**config.mk**
```make
export PLATFORM = sky130hd
export DESIGN_NAME = fetch_stage
export DESIGN_NICKNAME = d
export VERILOG_FILES = /design/src/rtl/fetch_pkg.sv /design/src/rtl/fetch_hold_reg.sv /design/src/rtl/fetch_stage.sv
export SDC_FILE = /design/constraint.sdc
export NUM_CORES = 1
export LEC_CHECK = 0
export BUFFER_PORTS_ARGS = -buffer_cell sky130_fd_sc_hd__buf_2
export CAP_MARGIN = 10
export CORE_MARGIN = 1.5
export CORE_UTILIZATION = 45
export CTS_BUF_LIST = sky130_fd_sc_hd__clkbuf_8
export DETAILED_ROUTE_END_ITERATION = 8
export HOLD_SLACK_MARGIN = 0.02
export PLACE_DENSITY = 0.7
export REMOVE_ABC_BUFFERS = 1
export SLEW_MARGIN = 20
export SYNTH_ARGS = -nofsm -noshare
export SYNTH_HDL_FRONTEND = slang
export SYNTH_SLANG_ARGS = --single-unit
```
**constraint.sdc**
```tcl
create_clock -name clk -period 3 [get_ports clk]
set_input_delay 0 -clock clk [delete_from_list [all_inputs] [get_ports clk]]
set_output_delay 0 -clock clk [all_outputs]
set_load 0.02 [all_outputs]
```
**src/rtl/fetch_pkg.sv**
```systemverilog
// Shared types and constants for the fetch stage of the 5-stage RISC-V pipeline.
package fetch_pkg;

   // Fetch controller states: issue a request, wait for its response, park a
   // response while decode is stalled, or drain a response owed to a squashed PC.
   typedef enum logic [1:0] {
      REQ  = 2'd0,
      WAIT = 2'd1,
      HOLD = 2'd2,
      DROP = 2'd3
   } fetch_state_t;

   // addi x0, x0, 0 -- the canonical RISC-V NOP used for decode bubbles.
   localparam logic [31:0] NOP_INSTR = 32'h0000_0013;

   // PCF value after reset unless the instantiating design overrides it.
   localparam logic [31:0] DEFAULT_RESET_PC = 32'h0000_0000;

   // Sequential next PC; wraps modulo 2^32 naturally.
   function automatic logic [31:0] pc_plus4(input logic [31:0] pc);
      return pc + 32'd4;
   endfunction

endpackage

```
**src/rtl/fetch_hold_reg.sv**
```systemverilog
// Single-entry buffer that parks an instruction word returned while decode is stalled.
module fetch_hold_reg #(
   parameter int word_width = 32
) (
   input  logic                  clk,
   input  logic                  reset,
   input  logic                  load,
   input  logic                  clear,
   input  logic [word_width-1:0] load_data,
   output logic                  valid,
   output logic [word_width-1:0] data
);

   // Clear wins over load so a redirect always empties the buffer.
   always_ff @(posedge clk) begin
      if (reset) begin
         valid <= 1'b0;
         data  <= '0;
      end else if (clear) begin
         valid <= 1'b0;
      end else if (load) begin
         valid <= 1'b1;
         data  <= load_data;
      end
   end

endmodule

```
**src/rtl/fetch_stage.sv**
```systemverilog
// Fetch stage: owns PCF, issues one instruction-memory request at a time and
// loads the Fetch->Decode pipeline register, honouring stalls, flushes and redirects.
module fetch_stage
   import fetch_pkg::*;
#(
   parameter int                   word_width = 32,
   parameter logic [word_width-1:0] RESET_PC  = word_width'(DEFAULT_RESET_PC)
) (
   input  logic                  clk,
   input  logic                  reset,
   input  logic                  StallF,
   input  logic                  StallD,
   input  logic                  FlushD,
   input  logic                  PCSrcE,
   input  logic [word_width-1:0] PCTargetE,
   output logic                  imem_req_valid,
   output logic [word_width-1:0] imem_req_addr,
   input  logic                  imem_req_ready,
   input  logic                  imem_rsp_valid,
   input  logic [word_width-1:0] imem_rsp_data,
   output logic [word_width-1:0] InstrD,
   output logic [word_width-1:0] PCD,
   output logic [word_width-1:0] PCPlus4D,
   output logic                  ValidD
);

   localparam logic [word_width-1:0] NOP_WORD  = word_width'(NOP_INSTR);
   localparam logic [word_width-1:0] PC_STRIDE = word_width'(4);

   fetch_state_t          state;
   fetch_state_t          next_state;
   logic [word_width-1:0] pc_f;
   logic [word_width-1:0] next_pc;
   logic [word_width-1:0] pc_f_plus4;
   logic                  handshake;
   logic                  deliver;
   logic [word_width-1:0] deliver_data;
   logic                  hold_load;
   logic                  hold_clear;
   logic                  hold_valid;
   logic [word_width-1:0] hold_data;

   assign pc_f_plus4     = pc_f + PC_STRIDE;
   assign imem_req_addr  = pc_f;
   assign imem_req_valid = (state == REQ) && !StallF;
   assign handshake      = imem_req_valid && imem_req_ready;

   fetch_hold_reg #(
      .word_width(word_width)
   ) u_hold (
      .clk      (clk),
      .reset    (reset),
      .load     (hold_load),
      .clear    (hold_clear),
      .load_data(imem_rsp_data),
      .valid    (hold_valid),
      .data     (hold_data)
   );

   // Next-state, next-PC and delivery decisions; a redirect overrides everything else.
   always_comb begin
      next_state   = state;
      next_pc      = pc_f;
      deliver      = 1'b0;
      deliver_data = imem_rsp_data;
      hold_load    = 1'b0;
      hold_clear   = 1'b0;

      case (state)
         REQ: begin
            if (handshake) next_state = WAIT;
         end
         WAIT: begin
            if (imem_rsp_valid) begin
               if (!StallD) begin
                  deliver    = 1'b1;
                  next_pc    = pc_f_plus4;
                  next_state = REQ;
               end else begin
                  hold_load  = 1'b1;
                  next_state = HOLD;
               end
            end
         end
         HOLD: begin
            if (!StallD && hold_valid) begin
               deliver      = 1'b1;
               deliver_data = hold_data;
               hold_clear   = 1'b1;
               next_pc      = pc_f_plus4;
               next_state   = REQ;
            end
         end
         DROP: begin
            if (imem_rsp_valid) next_state = REQ;
         end
         default: next_state = REQ;
      endcase

      if (PCSrcE) begin
         next_pc    = PCTargetE;
         deliver    = 1'b0;
         hold_load  = 1'b0;
         hold_clear = 1'b1;
         case (state)
            REQ:     next_state = handshake ? DROP : REQ;
            WAIT:    next_state = imem_rsp_valid ? REQ : DROP;
            HOLD:    next_state = REQ;
            DROP:    next_state = imem_rsp_valid ? REQ : DROP;
            default: next_state = REQ;
         endcase
      end
   end

   // Fetch FSM state and the program counter PCF.
   always_ff @(posedge clk) begin
      if (reset) begin
         state <= REQ;
         pc_f  <= RESET_PC;
      end else begin
         state <= next_state;
         pc_f  <= next_pc;
      end
   end

   // Fetch->Decode register: flush beats stall, stall beats delivery, otherwise a bubble.
   always_ff @(posedge clk) begin
      if (reset) begin
         InstrD   <= NOP_WORD;
         PCD      <= '0;
         PCPlus4D <= '0;
         ValidD   <= 1'b0;
      end else if (FlushD) begin
         InstrD <= NOP_WORD;
         ValidD <= 1'b0;
      end else if (StallD) begin
         InstrD   <= InstrD;
         PCD      <= PCD;
         PCPlus4D <= PCPlus4D;
         ValidD   <= ValidD;
      end else if (deliver) begin
         InstrD   <= deliver_data;
         PCD      <= pc_f;
         PCPlus4D <= pc_f_plus4;
         ValidD   <= 1'b1;
      end else begin
         InstrD <= NOP_WORD;
         ValidD <= 1'b0;
      end
   end

endmodule

```
* Word level (Yosys, flattened, before mapping)
Cells that the tools add are included.
Word-level totals: memory bits (read-only) 0, memory bits (writable) 0, output and inout bits 130, bits in latches 0, flip-flop bits (word level) 164, bits of input ports 72, logic and storage cells 64, memories 0
Cells by class: reductions and logical operators 14, multiply operators 0, $lt $le $gt $ge 0, shift operators 0, div/mod/pow operators 0, add/subtract/negate cells 1, multiplexer cells 30, bitwise operators 3, equal/unequal tests 8
Operators with widths (number):
- $mux 32 | 7
- $pmux 32 s2 | 1
- $add 32x3->32 const B | 1
- $mux 2 | 8
- $ne 3x3->1 const B | 5
- $mux 1 | 11
- $pmux 2 s4 | 1
- $reduce_and 4->1 | 2
- $pmux 2 s3 | 1
- $reduce_or 2->1 | 3
- $eq 2x2->1 const B | 2
- $logic_and 1x1->1 | 3
- $not 1->1 | 3
- $reduce_and 3->1 | 1
- $reduce_bool 3->1 | 1
- $eq 2x1->1 const B | 1
- $logic_not 1->1 | 2
- $logic_not 2->1 | 1
- $pmux 1 s2 | 1
- $reduce_and 2->1 | 1

* Logic depth before layout (Yosys ltp)
word-level depth 7, depth in mapped cells 9, mapped depth without buffers 6

* Modules after synthesis
Synthesis repeated with hierarchy kept, for this count alone.
Second synthesis, totals: cells, all modules 889, area total of the unflattened synthesis 7552.2 um^2
Modules (own cells, without submodules):
- fetch_stage | cells each 741, sequential area each 2582.5 um^2, area each 6068.3 um^2, times used 1
- fetch_hold_reg | cells each 148, sequential area each 660.6 um^2, area each 1483.9 um^2, times used 1

* Worst setup path before layout
No wires, ideal clock.
path kind register to register, start reg pc_f[2], in the netlist imem_req_addr[2], end reg pc_f[20], in the netlist imem_req_addr[20], path slack 572 ps, setup time 91 ps, buffers on the path 1, cell stages (with the launch flop) 7, period minus slack after synthesis 2428 ps, data arrival time 2337 ps, data required time 2909 ps, cells stage by stage dfxtp_1 > ha_1 > nand3_4 > or4_1 > buf_2 > or4_1 > a311oi_1
On the way: cells in the longest elaborated chain, start to end 5, elaborated cells between the ends (all ways) 6, those cells by class 1 x add/sub; 5 x mux
RTL lines:
- start: declaration | line fetch_stage.sv:32 | logic [word_width-1:0] pc_f;
- start signal: assignment | line fetch_stage.sv:122 | pc_f <= next_pc;
- $add 32x3->32 (*) | line fetch_stage.sv:43 | assign pc_f_plus4 = pc_f + PC_STRIDE;
- $mux 32 | line fetch_stage.sv:75 | if (!StallD) begin
- $mux 32 | line fetch_stage.sv:74 | if (imem_rsp_valid) begin
- $pmux 32 s2 (*) | line fetch_stage.sv:69 | case (state)
- $mux 32 (*) | line fetch_stage.sv:100 | if (PCSrcE) begin
Mark *: on every way between the ends. The rest lies on a longest branch, timed or not. The select of a mux whose other input is x is not followed. A chain may end at the register's enable or synchronous reset.

* Worst setup path in the final report
start reg pc_f[2], in the netlist imem_req_addr[2], end reg pc_f[24], in the netlist imem_req_addr[24]
Same word-level chain as after synthesis.

==> impl_metrics.env <==
export IMPL_gp_congestion=0.834
export IMPL_antenna_found_initial=1
export IMPL_synth_seq_cells=162
export IMPL_htreeDepth=4
export IMPL_synth_ff_type="dfxtp_1"
export IMPL_synth_distinct_cells=61
export IMPL_initial_core_util_pct=45.7
export IMPL_outcome="finished, final reports clean"
export IMPL_final_cells=1348
export IMPL_synth_area_um2=7500
export IMPL_vias_per_cell=5.55
export IMPL_cts_resized=0
export IMPL_synth_cells=900
export IMPL_synth_edf_count=0
export IMPL_worstMarginPinSlew_ps=1080
export IMPL_fin_crit_sh_pct=88.2
export IMPL_peakVddDrop_v=0.000267
export IMPL_arrival_ps=2980
export IMPL_wl_um=22000
export IMPL_die_y_um=132
export IMPL_track_usage_pct=24.8
export IMPL_cts_tree="yes"
export IMPL_avgSynthCellArea_um2=8.33
export IMPL_p_leak_nw=3.99
export IMPL_hold_violations=0
export IMPL_cts_root_buf="clkbuf_8"
export IMPL_post_cts_repair_setup_buffers=0
export IMPL_finalNetCount=1195
export IMPL_route_antenna_remaining_nets=0
export IMPL_crit_type="reg -> reg"
export IMPL_fillerInstances=1459
export IMPL_path_buf_inv=0
export IMPL_slew_headroom_pct=27.8
export IMPL_crit_fanout=11
export IMPL_die_area_um2=17400
export IMPL_cp_end_kind="flop"
export IMPL_dieWidth_um=132
export IMPL_grt_max_degree=61
export IMPL_skew_ps=10.5
export IMPL_clkLatencyLatePin_ps=470
export IMPL_cts_hold_buffers_added=66
export IMPL_area_growth_pct=28.8
export IMPL_synth_async_reset_ratio_pct=0
export IMPL_cts_path_max_buffers=2
export IMPL_remaining_drc_errors=0
export IMPL_dp_cells=1251
export IMPL_min_period_ps=2640
export IMPL_core_area_um2=16400
export IMPL_slowest_delay_ps=750
export IMPL_firstDrtPassIters=5
export IMPL_whs_ps=99.6
export IMPL_antenna_cells=0
export IMPL_cts_sinks=162
export IMPL_grt_overflow_total=0
export IMPL_finalSetupViolations=0
export IMPL_startpoint_type="flop"
export IMPL_io_pins=202
export IMPL_cts_buffers=17
export IMPL_cts_clk_slew_worst_paths_ps=90
export IMPL_drt_iter0_markers=513
export IMPL_port_buffers=201
export IMPL_hold_path_class="in -> reg"
export IMPL_cp_top_family="simple AND/OR/NAND/NOR gates"
export IMPL_rsz0062_at_grt="false"
export IMPL_max_freq_mhz=378
export IMPL_required_ps=3340
export IMPL_grt_pass1_wl_um=35100
export IMPL_path_cells="ha_1 > nand3_4 > or4_1 > o41a_1 > a2111oi_0"
export IMPL_drv_slew=0
export IMPL_stdcell_area_um2=9660
export IMPL_yosysWarnings=0
export IMPL_wl_per_cell_um=16.3
export IMPL_grt_pass1_vias=6929
export IMPL_cpMaxStageDelayCell="or4_1"
export IMPL_rows=47
export IMPL_vias=7475
export IMPL_dpl_hpwl_um=14000
export IMPL_ys_seq_area_share_pct=43.2
export IMPL_drive_gt1_share_pct=23.8
export IMPL_dpl_cell_area_um2=8600
export IMPL_maxCapViolations=0
export IMPL_power_per_cell_area_nw_per_um2=462
==> power by group <==
part	internal [mW]	leakage (nW)	switching, mW	total [mW]
sequential	2.20	1.31	0.0821	2.28
combinational	0.243	2.48	0.308	0.551
clock	0.774	0.195	0.862	1.64
==> flip-flops by register name, indices dropped and copies added (netlist names) <==
register / flops
InstrD: 32
PCD: 32
PCPlus4D: 30
ValidD: 1
imem_req_addr: 32
state: 2
u_hold.data: 32
u_hold.valid: 1
==> cells in the final DEF (no fill, tap or decap), types with 14 or more instances in the layout <==
master,netlist,final
a21oi_1,76,76
a2bb2oi_1,30,30
a31oi_1,16,16
buf_2,13,200
buf_4,8,19
clkbuf_8,0,18
dfxtp_1,162,162
dlygate4sd3_1,0,66
mux2i_1,33,33
nand2_1,122,122
nand3_1,47,47
nand4_1,14,14
nor2_1,61,61
o21ai_0,40,40
o31ai_1,19,19
or3_1,19,19
or4_1,20,20
==> cells in the mapped netlist (19+ instances only) <==
cell type / number / share of area [%]
nand2_1: 122 / 6.1
a21oi_1: 76 / 5.1
a2bb2oi_1: 30 / 3.5
mux2i_1: 33 / 4.4
nand3_1: 47 / 3.1
o21ai_0: 40 / 2.7
clkbuf_1: 60 / 3.0
or4_1: 20 / 2.0
dfxtp_1: 162 / 43
nor2_1: 61 / 3.1
or3_1: 19 / 1.6
o31ai_1: 19 / 1.9
==> final cells by class <==
type,instances,area (um2),area share (%)
Multi-Input combinational cell,637,3850,39.9
Inverter,11,41.3,0.428
Timing Repair Buffer,287,1840,19.1
Clock inverter,13,151,1.57
Tap cell,220,275,2.85
Sequential cell,162,3240,33.6
Clock buffer,18,248,2.57
==> worst paths after layout <==
kind	from	to	slack (ps)	depth (start not counted)
max reg2reg	imem_req_addr[2]$_SDFFE_PP0P_	imem_req_addr[24]$_SDFFE_PP0P_	360	5
min reg2reg	PCD[7]$_SDFFE_PP0P_	PCD[7]$_SDFFE_PP0P_	450	2
max	imem_req_addr[2]$_SDFFE_PP0P_	imem_req_addr[24]$_SDFFE_PP0P_	360	5
min	imem_req_ready	state[1]$_SDFFE_PP0P_	100	5
==> cell families (layout without fill, tap and decap cells) <==
group	count (synthesis)	count (layout)	share of synthesized area, %
buf+inv	101	329	5.87
fa+ha+maj	7	7	1.17
xor+xnor	13	13	1.52
compound gates	238	238	20.8
flops	162	162	43.2
simple gates	343	343	22.5
mux	36	36	4.85
==> per-layer routing <==
metal  global-route usage (%)  part of all wire (%)
met1                     31.6                    44
met2                     40.7                    47
met3                     6.57                   7.1
met4                     8.09                   1.7
met5                        0                 0.032
==> tightest hold or removal path, stage by stage <==
cell and delay (ps):
buf_2 90, nand2b_1 100, o2bb2ai_1 90, a21oi_1 140, a21oi_1 80
==> metrics by stage <==
stage               util, %  setup slack, ps  setup TNS [ps]  power, mW
floorplan                 -            -3500         -205650       2.57
global placement       52.4              528               0       2.80
detailed placement     52.4              357               0       2.81
CTS                    58.9              343               0       4.50
global route           58.9              180               0       4.65
finish                 58.9              355               0       4.47
(Power assumes the default switching activity.)
